--- src/rtl/perf_stats.sv ---
// Performance-statistics unit: cycle, retire and cache request/hit counters that freeze at halt.
// Optional build macro PERF_STATS_SAT_EN selects saturating counters; wrapping counters otherwise.
module perf_stats #(
    parameter int unsigned CNT_W = 32
) (
    input  logic             clk,
    input  logic             rst,
    input  logic             start,
    input  logic             clear,
    input  logic             inst_retire,
    input  logic             icache_req,
    input  logic             icache_hit,
    input  logic             dcache_req,
    input  logic             dcache_hit,
    input  logic             halt,
    input  logic             rd_req,
    input  logic [2:0]       rd_sel,
    output logic             rd_valid,
    output logic [CNT_W-1:0] rd_data,
    output logic             frozen,
    output logic             running
);

    localparam int unsigned N_EV = 6;

    typedef enum logic [1:0] {
        IDLE   = 2'd0,
        RUN    = 2'd1,
        FROZEN = 2'd2
    } state_t;

    state_t            state;
    state_t            state_nxt;
    logic              frozen_nxt;
    logic              running_nxt;

    logic [CNT_W-1:0]  cnt     [N_EV];
    logic [CNT_W-1:0]  cnt_nxt [N_EV];
    logic [CNT_W-1:0]  halt_cyc;
    logic [N_EV-1:0]   status;
    logic [N_EV-1:0]   ovf;
    logic [N_EV-1:0]   inc;
    logic              counting;
    logic [CNT_W-1:0]  sel_val;

    // State register
    always_ff @(posedge clk or negedge rst) begin
        if (!rst) begin
            state <= IDLE;
        end else begin
            state <= state_nxt;
        end
    end

    // Next-state logic; clear beats start and halt
    always_comb begin
        state_nxt = state;
        case (state)
            IDLE:    if (!clear && start) state_nxt = RUN;
            RUN: begin
                if (clear && halt)    state_nxt = IDLE;
                else if (clear)       state_nxt = RUN;
                else if (halt)        state_nxt = FROZEN;
            end
            FROZEN:  if (clear) state_nxt = IDLE;
            default: state_nxt = IDLE;
        endcase
    end

    // Output decode from the next state so the registered flags track the state after each edge
    always_comb begin
        running_nxt = 1'b0;
        frozen_nxt  = 1'b0;
        case (state_nxt)
            RUN:     running_nxt = 1'b1;
            FROZEN:  frozen_nxt  = 1'b1;
            default: ;
        endcase
    end

    always_ff @(posedge clk or negedge rst) begin
        if (!rst) begin
            running <= 1'b0;
            frozen  <= 1'b0;
        end else begin
            running <= running_nxt;
            frozen  <= frozen_nxt;
        end
    end

    // Per-counter increment enables; hits only count alongside their request
    always_comb begin
        counting = (state == RUN) && !clear;
        inc      = '0;
        if (counting) begin
            inc = {dcache_req & dcache_hit, dcache_req,
                   icache_req & icache_hit, icache_req,
                   inst_retire, 1'b1};
        end
    end

    // Counter update with overflow detection at all-ones
    always_comb begin
        ovf = '0;
        for (int i = 0; i < N_EV; i++) begin
            cnt_nxt[i] = cnt[i];
            if (inc[i]) begin
                if (cnt[i] == {CNT_W{1'b1}}) begin
                    ovf[i] = 1'b1;
`ifdef PERF_STATS_SAT_EN
                    cnt_nxt[i] = cnt[i];
`else
                    cnt_nxt[i] = '0;
`endif
                end else begin
                    cnt_nxt[i] = cnt[i] + CNT_W'(1);
                end
            end
        end
    end

    always_ff @(posedge clk or negedge rst) begin
        if (!rst) begin
            for (int i = 0; i < N_EV; i++) cnt[i] <= '0;
            halt_cyc <= '0;
            status   <= '0;
        end else if (clear) begin
            for (int i = 0; i < N_EV; i++) cnt[i] <= '0;
            halt_cyc <= '0;
            status   <= '0;
        end else begin
            for (int i = 0; i < N_EV; i++) cnt[i] <= cnt_nxt[i];
            status <= status | ovf;
            if (state == RUN && halt) halt_cyc <= cnt_nxt[0];
        end
    end

    // Read mux sees pre-update values
    always_comb begin
        sel_val = '0;
        case (rd_sel)
            3'd6:    sel_val = halt_cyc;
            3'd7:    sel_val = CNT_W'(status);
            default: sel_val = cnt[rd_sel];
        endcase
    end

    always_ff @(posedge clk or negedge rst) begin
        if (!rst) begin
            rd_valid <= 1'b0;
            rd_data  <= '0;
        end else begin
            rd_valid <= rd_req;
            rd_data  <= rd_req ? sel_val : '0;
        end
    end

endmodule

--- config.mk ---
export PLATFORM = sky130hd
export DESIGN_NAME = perf_stats
export DESIGN_NICKNAME = d
export VERILOG_FILES = /design/src/rtl/perf_stats.sv
export SDC_FILE = /design/constraint.sdc
export NUM_CORES = 1
export LEC_CHECK = 0
export CAP_MARGIN = 20
export CORE_MARGIN = 3
export CORE_UTILIZATION = 60
export DETAILED_ROUTE_END_ITERATION = 8
export GPL_ROUTABILITY_DRIVEN = 1
export HOLD_SLACK_MARGIN = 0.08
export MAX_ROUTING_LAYER = met4
export PLACE_DENSITY = 0.78
export SYNTH_ARGS = -nofsm -noshare
export SYNTH_HDL_FRONTEND = slang
export SYNTH_SLANG_ARGS = --single-unit
--- constraint.sdc ---
create_clock -name clk -period 6.1 [get_ports clk]
set_input_delay 1.83 -clock clk [delete_from_list [all_inputs] [get_ports clk]]
set_output_delay 1.83 -clock clk [all_outputs]
set_load 0.05 [all_outputs]
Word-level counts from Yosys, hierarchy flattened

Cells that the tools add are included.

Logic and storage cells: 90
Input bits: 14
Register bits after elaboration: 267

Add/sub/neg operators: 6
Magnitude comparators: 1
Reductions and logical operators: 12
Bitwise gates (word level): 4
Equal/unequal tests: 12
Mux-type cells: 42

Operator list:

| cell                                                | number |
|---|---|
| two-way mux 32 bit                                  | 17 |
| adder 32 x 1 -> 32 bit, second input constant       | 6 |
| equality test 32 bit, second input constant         | 6 |
| two-way mux 192 bit                                 | 1 |
| binary-select mux 32 bit (select 3 bit)             | 1 |
| one-hot mux 32 bit (2 select lines)                 | 1 |
| two-way mux 1 bit                                   | 14 |
| two-way mux 6 bit                                   | 2 |
| nonzero test 2 bit                                  | 6 |
| two-way mux 2 bit                                   | 5 |
| equality test 3 bit, second input constant          | 2 |
| bitwise OR 6 bit                                    | 1 |
| one-hot mux 2 bit (3 select lines)                  | 1 |
| equality test 2 x 1 -> 1 bit, second input constant | 2 |
| equality test 2 bit, second input constant          | 2 |
| >= comparator 4 bit, second input constant          | 1 |
| logical AND 1 bit                                   | 4 |
| NOT 3 -> 4 bit                                      | 1 |
| bitwise AND 1 bit                                   | 2 |
| logical NOT 2 bit                                   | 1 |
| logical NOT 1 bit                                   | 1 |

Depth between registers and ports, before layout

Gate-level depths: netlist of the first run.

Depth after elaboration: 6
Gate-level depth with buffers: 8
Mapped depth without buffers: 6

Worst setup path before layout of the first run

Ideal clock, no wire load.

Path type: input to register
From: input clear
To: register halt_cyc[12]
Stages: 7
Path buffers: 2
Library setup time: 130 ps
Setup slack: 2506 ps
Arrival: 3464 ps
Path through: or3b_1 > or2_2 > buf_2 > nand4b_1 > nand2b_1 > clkbuf_1 > o21ai_0

Cells in the longest elaborated chain, start to end: 6
Elaborated cells on any way between the ends: 7
Classes of those cells: mux: 4; reduce/logical: 3

RTL lines:

| item                 | line | RTL |
|---|---|---|
| start, declared      | 9    | `input logic clear,` |
| logical NOT 1 bit    | 93   | `counting = (state == RUN) && !clear;` |
| logical AND 1 bit    | 93   |  |
| two-way mux 6 bit    | 95   | `if (counting) begin` |
| two-way mux 32 bit   | 107  | `if (inc[i]) begin` |
| two-way mux 32 bit   | 134  | `if (state == RUN && halt) halt_cyc <= cnt_nxt[0];` |
| two-way mux 32 bit   | 127  | `end else if (clear) begin` |
| end signal, assigned | 134  |  |
| end, declared        | 39   | `logic [CNT_W-1:0] halt_cyc;` |

Several ways; a longest one is shown, not always the timed one. The select of a mux whose other input is x is not followed.
A chain may end at the register's enable or synchronous reset.

Worst setup path after layout of the first run

From: input clear
To: register halt_cyc[11]

The elaborated chain is that of the path after synthesis.

==> results.cfg, run 1 <==
[outcome]
status = finished clean

[timing]
setup_tns_ns = 0
finalHoldViolations = 0
post-route-period-util_pct = 66.55
finClkSkew_ns = 0.01911
slew_viol_final = 0
post-route-min-period_ns = 4.060
setup_ws_ns = 2.040
worst_pin_slew_ns = 1.195
max_freq_mhz = 246.3
setup_viol = 0
rsz0062_at_grt = no
max_slew_margin_pct = 19.75

[synth]
synth.avg_cell_area_sq_um = 9.775
synth.distinct_cells = 78
netlist_instances = 1521
synth_top_area_share_pct = 44.94
synth-edff-count = 0
syn_nets = 1541
ys_ff_latch = 267
synth-async-reset-ratio_pct = 100.0
synth-main-ff-cell = dfrtp_1
yosys.area.top_type = dfrtp_1
ys_seq_area_share_pct = 44.94
synthTopCellsByArea = dfrtp_1 (45%), mux4_2 (5.6%), nand2_1 (4.3%), nor2_1 (4.2%), xor2_1 (4.1%)
yosysWarnings = 0
syn_area_sq_um = 14870

[power]
power.total_mw = 3.994
power_density_nw_per_um2 = 240.9
p_leak_nw = 6.898
ir_drop_v = 0.0002002

[worst_hold_path]
hp-class = reg2reg

[final_layout]
diodes = 0
drive_gt1_share_pct = 9.949
layout.nets = 1555
area_delta_synth_final_pct = 11.52
design_area_sq_um = 16580
finish.utilization_pct = 69.40
layout_commonest_cell = dfrtp_1
final_cell_mix = dfrtp_1 (267), nand2_1 (170), nor2_1 (165), nand3_1 (93), nand4_1 (87)

[global_routing]
grt_first_pass_wirelength_microns = 70490
grt_max_degree = 117
grt_pass1_vias = 12127
grt_overflow = 0
track_usage_pct = 34.92
grt_antenna_before_repair = 0

[clocking]
cts_sinks = 267
cts_setup_buffers = 0
clkLatencyLatePin_ns = 0.56
clkTransAtPathRegs_ns = 0.06
htreeDepth = 1
cts-resized-gates = 0
cts_tree = done
root_buffer = clkbuf_16
cts_buffer_depth = 3
cts_inserted_buffers = 30
postCtsHoldBufs = 0

[die]
ios = 49
coreArea_sq_um = 23890
dieHeight_microns = 163.4
rows = 56
die_w_microns = 163.4
dieArea_sq_um = 26700
initial_core_util_pct = 62.23

[critical_path]
critPathRequiredTime_ns = 6.50
crit_path_cell_trace = buf_2 -> or3b_1 -> or2_2 -> nand4b_1 -> nand2_1 -> o31ai_1
r2r_start = cnt[96]
crit_family = simple AND/OR/NAND/NOR gates
r2r-end = cnt[115]
critPathCaptureType = flip-flop
worstPathArrival_ns = 4.46
worstSetupPathType = in2reg
crit_start = clear
path_depth = 6
critPathCapture = halt_cyc[11]
critPathLaunchType = primary input
cp_max_fo = 31
ff2ff_path_depth = 6
cp_slowest_cell = nand2_1
r2r_slack_ns = 2.74
cpPeakStageDelay_ns = 0.92
path_buf_inv = 1

[detailed_routing]
drt_iter0_drc = 1660
firstDrtPassIters = 6
ant_nets = 0
vias = 12840
drt-vias-per-instance = 6.841
finalWirelength_microns = 44800
drt-wirelength-per-cell_microns = 23.87
drcViolationCount = 0

[placed_design]
place_congestion = 1.008
placed_cell_area_sq_um = 15530
io_buffer_count = 48
hpwl_microns = 31370
place_ws_ns = 1.557

[job]
cap_viol_max_count = 0
-- worst min path at each step --
| stage | cells past startpoint | slack (ns) | end | start |
|---|---|---|---|---|
| floorplan | 2 | 0.44 | halt_cyc[4] | halt_cyc[4] |
| global placement | 2 | 0.46 | halt_cyc[21] | halt_cyc[21] |
| detailed placement | 2 | 0.47 | halt_cyc[10] | halt_cyc[10] |
| CTS | 2 | 0.48 | halt_cyc[24] | halt_cyc[24] |
| global route | 2 | 0.50 | halt_cyc[13] | halt_cyc[13] |
| finish | 2 | 0.48 | halt_cyc[14] | halt_cyc[14] |
-- final cells by class --
class / instances / area (sq um)
inverters: 13 / 48.80
flip-flops and latches: 267 / 6681
repair buffers: 69 / 635.6
fillers: 1791 / 7312
well taps: 319 / 399.1
clock buffers: 37 / 848.3
clock inverters: 18 / 192.7
multi-input cells: 1154 / 7775
-- tightest hold or removal path, stage by stage (launching register included) --
cell	delay, ns
dfrtp_1	0.34
nand2_1	0.04
o21ai_0	0.06
-- state kept, by name, summed over array words and instances (netlist names) --
signal,cells
cnt,192
halt_cyc,32
rd_data,32
status,6
state,2
frozen,1
rd_valid,1
running,1
-- cells in the mapped netlist (all sizes together) (3+ instances only) --
master	n
nand2	170
a22oi	4
nor4	26
mux4	38
o2111ai	3
o311ai	7
a211o	5
and3	28
xor2	70
nand4b	8
nand3b	4
o41ai	4
a21oi	29
o211a	27
and4	22
a41oi	5
o21ai	57
o31ai	15
xnor2	51
a31o	10
a211oi	3
nor2b	10
mux2i	35
dfrtp	267
clkbuf	64
or4	8
nor3	32
buf	21
nand4	88
nand3	94
inv	13
or2	4
nor2	166
a31oi	21
or3	18
and2	22
ha	6
o211ai	32
nor3b	4
a22o	4
-- power breakdown --
part	switching, mW	internal, mW
Combinational	0.205	0.0806
Clock	0.751	1.15
Sequential	0.0216	1.79
Total	0.977	3.02
-- kinds of logic after synthesis --
family | share of synthesized area, %
AOI/OAI and AO/OA | 11.55
xor gates and xnor gates | 7.128
adders and majority gates | 0.5049
buffers and inverters | 3.072
DFF | 44.94
muxes | 8.213
and+or+nand+nor | 24.59
-- per-stage QoR --
| step | cells | hold WS (ns) |
|---|---|---|
| 4_1_cts | 1876 | 0.4830 |
| 2_1_floorplan | 1521 | 0.4446 |
| 5_1_grt | 1877 | 0.5028 |
| 6_report | 1877 | 0.4795 |
| 3_3_place_gp | 1821 | 0.4615 |
| 3_5_place_dp | 1821 | 0.4686 |
-- metal layers --
layer	vias up	track usage (%)	wire, microns
li1	5662	-	-
met1	6296	47.90	17650
met2	748	53.13	20700
met3	134	5.580	4412
met4	0	12.92	2046
met5	-	-	0
No activity file was read; power rests on OpenSTA's default activity.
==> run 2: changes to the inputs <==
- CORE_UTILIZATION: 60 -> 56
- PLACE_DENSITY: 0.78 -> 0.77
- clock period: 6.1 -> 3.6 ns (I/O delays scaled with it)
==> run 2 against run 1 <==
Compared with the run above:
- register-to-register slack lost 1.8 ns
- combinational power grew 84%
- first-iteration DRC count grew 5.2%
- die area grew 6.9%
- critical path depth is the same
- clock power grew 74%
- via count grew 1.0%
- cell area grew 1.8%
- sequential share of layout area shrank 0.72 points
- utilization shrank 4.6 points
- critical endpoint is now cnt[29]
- largest cell class unchanged
- largest power group unchanged
==> results.cfg, run 2 (synthesis gave the netlist of run 1 again) <==
[outcome]
status = finished clean

[final_layout]
final_cell_mix = dfrtp_1 (267), nand2_1 (170), nor2_1 (165), nand3_1 (93), nand4_1 (87)
regMostFlops = cnt
diodes = 0
layout_commonest_cell = dfrtp_1
largest_reg_flops = 192
layout.nets = 1578
fillerInstances = 2090
reg_top3 = cnt x192, halt_cyc x32, rd_data x32
area_delta_synth_final_pct = 13.54
drive_gt1_share_pct = 10.88

[global_routing]
grt_pass1_vias = 12605
grt_antenna_before_repair = 0
track_usage_pct = 32.78
grt_overflow = 0
grt_max_degree = 88
grt_first_pass_wirelength_microns = 72080

[placed_design]
hpwl_microns = 32280
place_congestion = 0.9548
io_buffer_count = 48

[die]
ios = 49
die_w_microns = 168.9
dieHeight_microns = 168.9
rows = 59
coreArea_sq_um = 26060
dieArea_sq_um = 28540
initial_core_util_pct = 57.06

[detailed_routing]
ant_nets = 0
finalWirelength_microns = 45170
vias = 12971
drt-wirelength-per-cell_microns = 23.57
drt-vias-per-instance = 6.770
drcViolationCount = 0
drt_iter0_drc = 1746
firstDrtPassIters = 7

[clocking]
cts_buffer_depth = 3
htreeDepth = 1
cts_tree = done
clkLatencyLatePin_ns = 0.56
root_buffer = clkbuf_16
clkTransAtPathRegs_ns = 0.07
postCtsHoldBufs = 0
cts_setup_buffers = 0
cts_inserted_buffers = 30
cts_sinks = 267
cts-resized-gates = 0

[critical_path]
critPathCaptureType = flip-flop
critPathLaunchType = primary input
worstPathArrival_ns = 3.26
critPathRequiredTime_ns = 4.06
worstSetupPathType = in2reg
cp_max_fo = 33

[power]
power_density_nw_per_um2 = 408.4
ir_drop_v = 0.0004366
power.total_mw = 6.895
p_leak_nw = 7.043

[timing]
setup_viol = 0
rsz0062_at_grt = no
setup_tns_ns = 0
max_freq_mhz = 357.3
slew_viol_final = 0
max_slew_margin_pct = 29.15
finClkSkew_ns = 0.01598
post-route-min-period_ns = 2.798
worst_pin_slew_ns = 1.061
post-route-period-util_pct = 77.73
finalHoldViolations = 0

[worst_hold_path]
hp-class = in2async

[job]
cap_viol_max_count = 0
run 2: changes by cell type in the layout (fill, tap and decap cells not counted), moves of 2 or more:
| cell | change |
|---|---|
| clkinv_2 | -8 |
| clkbuf_1 | +6 |
| buf_12 | +6 |
| clkbuf_8 | +2 |
| buf_4 | +17 |
run 2: power breakdown:
part / switching, mW / leakage (nW) / total (mW) / internal, mW
registers: 0.0260 / 3.71 / 3.06 / 3.03
logic: 0.367 / 2.80 / 0.525 / 0.158
clock network: 1.25 / 0.531 / 3.31 / 2.07
run 2: cell type report:
type | instances | area, sq um | share of cell area, %
Clock inverter | 10 | 175.2 | 1.038
Multi-Input combinational cell | 1154 | 7775 | 46.06
Timing Repair Buffer | 92 | 883.3 | 5.233
Sequential cell | 267 | 6681 | 39.58
Inverter | 13 | 48.80 | 0.2891
Tap cell | 335 | 419.2 | 2.483
Clock buffer | 45 | 898.4 | 5.322
run 2: layer usage:
layer  vias to the layer above  global-route usage, %  routed length (microns)
met3                       117                  5.091                     3912
met2                       672                  51.28                    21420
li1                       5709                      -                        -
met5                         -                      -                        0
met1                      6473                  44.62                    18250
met4                         0                  10.14                     1581
run 2: final timing paths:
kind,start,end,slack (ns),cells past startpoint
setup / recovery,dcache_req,cnt[29],0.80,6
hold / removal,rst,rd_data[19],0.44,1
setup reg to reg,cnt[2],cnt[16],0.90,6
hold reg to reg,halt_cyc[6],halt_cyc[6],0.48,2
max in group asynchronous,rst,cnt[101],2.33,2
min in group clk,halt_cyc[6],halt_cyc[6],0.48,2
run 2: worst max-delay path, stage by stage:
cell and delay [ns]:
clkdlybuf4s50_1 0.63, nor4bb_4 0.36, buf_4 0.38, and2_1 0.35, o21ai_0 0.23, o21ai_0 0.22
run 2: through the flow:
step / std cells / setup WS, ns / utilization [%] / hold slack, ns / instance area [sq um]
after CTS: 1915 / 0.7994 / 64.76 / 0.4481 / 16880
final: 1916 / 0.8016 / 64.78 / 0.4442 / 16880
after detailed placement: 1860 / 0.3026 / 60.64 / 0.4707 / 15800
after global placement: 1860 / 0.3834 / 60.64 / 0.4614 / 15800
after global routing: 1916 / 0.6065 / 64.78 / 0.4638 / 16880
after floorplan: 1521 / 0.7563 / - / 0.4446 / 14870
==> run 3: changes to the inputs <==
- clock period: 3.6 -> 2.4 ns (I/O delays scaled with it)
==> run 3 against run 2 <==
Compared with the run above:
- routed wire length rose by 5.1%
- hold slack improved by 0.039 ns
- count of clock-buffer cells in the layout decreased by 9
==> results.cfg, run 3 (synthesis gave the netlist of run 1 again) <==
[outcome]
status = finished clean

[timing]
finalHoldViolations = 0
post-route-min-period_ns = 2.307
rsz0062_at_grt = no
max_freq_mhz = 433.5
max_slew_margin_pct = 63.42
post-route-period-util_pct = 96.11
finClkSkew_ns = 0.02159
slew_viol_final = 0
setup_tns_ns = 0
worst_pin_slew_ns = 0.5467
setup_viol = 0

[critical_path]
cp_max_fo = 24
path_buf_inv = 1
critPathLaunchType = flip-flop
crit_path_cell_trace = nand2_1 -> or4_1 -> or3_4 -> o31ai_4 -> buf_12 -> nor2_1
worstSetupPathType = reg2reg
cp_slowest_cell = or4_1
critPathRequiredTime_ns = 2.83
worstPathArrival_ns = 2.74
critPathCaptureType = flip-flop
crit_family = simple AND/OR/NAND/NOR gates
cpPeakStageDelay_ns = 0.62

[die]
rows = 59
die_w_microns = 168.9
dieHeight_microns = 168.9
coreArea_sq_um = 26060
ios = 49
dieArea_sq_um = 28540
initial_core_util_pct = 57.06

[clocking]
root_buffer = clkbuf_16
clkTransAtPathRegs_ns = 0.07
cts_sinks = 267
cts_buffer_depth = 3
htreeDepth = 1
cts_inserted_buffers = 29
cts_tree = done
clkLatencyLatePin_ns = 0.56

[final_layout]
drive_gt1_share_pct = 17.47
reg_top3 = cnt x192, halt_cyc x32, rd_data x32
final_cell_mix = dfrtp_1 (266), nand2_1 (170), nor2_1 (165), buf_4 (147), nand3_1 (93)
layout.nets = 1699
fillerInstances = 2047
area_delta_synth_final_pct = 20.12
regMostFlops = cnt
layout_commonest_cell = dfrtp_1
largest_reg_flops = 192
fin_cells = 2036
regArea_sq_um = 6683
multi_input_area_sq_um = 7777

[power]
seq_power_share_pct = 44.9
p_sw_share_pct = 24.92
power_density_nw_per_um2 = 571.0
p_leak_nw = 7.834
p_clk_share_pct = 46.3
ir_drop_v = 0.0006769
combPwrFrac_pct = 8.8
switchingPower_mw = 2.542
p_int_mw = 7.657

[worst_hold_path]
hp-class = reg2reg

[global_routing]
track_usage_pct = 34.66
grt_pass1_vias = 13197
grtUsageMet3_pct = 5.418
grt_antenna_before_repair = 1
top_usage_layer = met2
use_met2_pct = 53.55
grt_first_pass_wirelength_microns = 76000
met1_usage_pct = 46.80
grt_overflow = 0
grt_max_degree = 83

[detailed_routing]
firstDrtPassIters = 5
finalWirelength_microns = 47490
drt-vias-per-instance = 6.651
drt-wirelength-per-cell_microns = 23.32
vias = 13542
ant_nets = 0
drcViolationCount = 0
drt_iter0_drc = 1674

[placed_design]
hpwl_microns = 35360
dp_cells = 1982
place_congestion = 0.9864
io_buffer_count = 48

[job]
cap_viol_max_count = 0
==> run 3: worst paths after layout <==
| kind | from | to | slack, ns | cells past startpoint |
|---|---|---|---|---|
| hold reg to reg | halt_cyc[24] | halt_cyc[24] | 0.48 | 2 |
| min in group asynchronous | rst | rd_data[16] | 0.56 | 2 |
| max in group asynchronous | rst | cnt[93] | 1.15 | 3 |
| setup reg to reg | cnt[13] | cnt[5] | 0.09 | 6 |
| setup / recovery | cnt[13] | cnt[5] | 0.09 | 6 |
| hold / removal | halt_cyc[24] | halt_cyc[24] | 0.48 | 2 |
==> run 3: through the flow <==
stage / hold slack (ns) / power, mW / setup WS [ns] / utilization [%] / area, sq um
6_report: 0.4837 / 10.20 / 0.09342 / 68.54 / 17860
5_1_grt: 0.5032 / 10.50 / 0.001950 / 68.53 / 17860
3_3_place_gp: 0.4612 / 5.552 / -0.1857 / 64.74 / 16870
4_1_cts: 0.4831 / 10.25 / 0.002273 / 68.49 / 17850
2_1_floorplan: 0.4244 / 5.087 / 0.02140 / - / 14870
3_5_place_dp: 0.4700 / 5.562 / -0.2331 / 64.74 / 16870
==> run 3: routing by layer <==
layer / up-vias / share of wire, %
met3: 139 / 9.4
met1: 6692 / 40
li1: 5951 / -
met4: 0 / 4.5
met2: 760 / 46
met5: - / 0
==> run 3: area by class of cell <==
type	instances	share of cell area, %
inverter	13	0.2732
tap	335	2.347
clock buffer	36	4.491
timing repair buffer	214	10.76
sequential	267	37.42
multi-input combinational	1154	43.55
antenna	1	0.01401
clock inverter	16	1.149
==> run 3: tightest hold or removal path, cell delays in order (launching register included) <==
cell and delay [ns]:
dfrtp_1 0.34, nand2_1 0.05, o21ai_0 0.06
==> run 3: power groups by stage <==
stage	combinational (mW)	clock, mW	sequential, mW
floorplan	0.353	0	4.73
global placement	0.892	0	4.66
detailed placement	0.900	0	4.66
CTS	0.892	4.78	4.58
global route	0.955	4.96	4.58
finish	0.898	4.72	4.58
==> run 3: what timing repair did <==
item	CTS	global route
hold buffers	1	0
gates cloned	0	0
endpoints found under the hold margin	10	0
endpoints found under the setup margin	32	5
buffers inserted	0	0
gates resized for setup	32	5
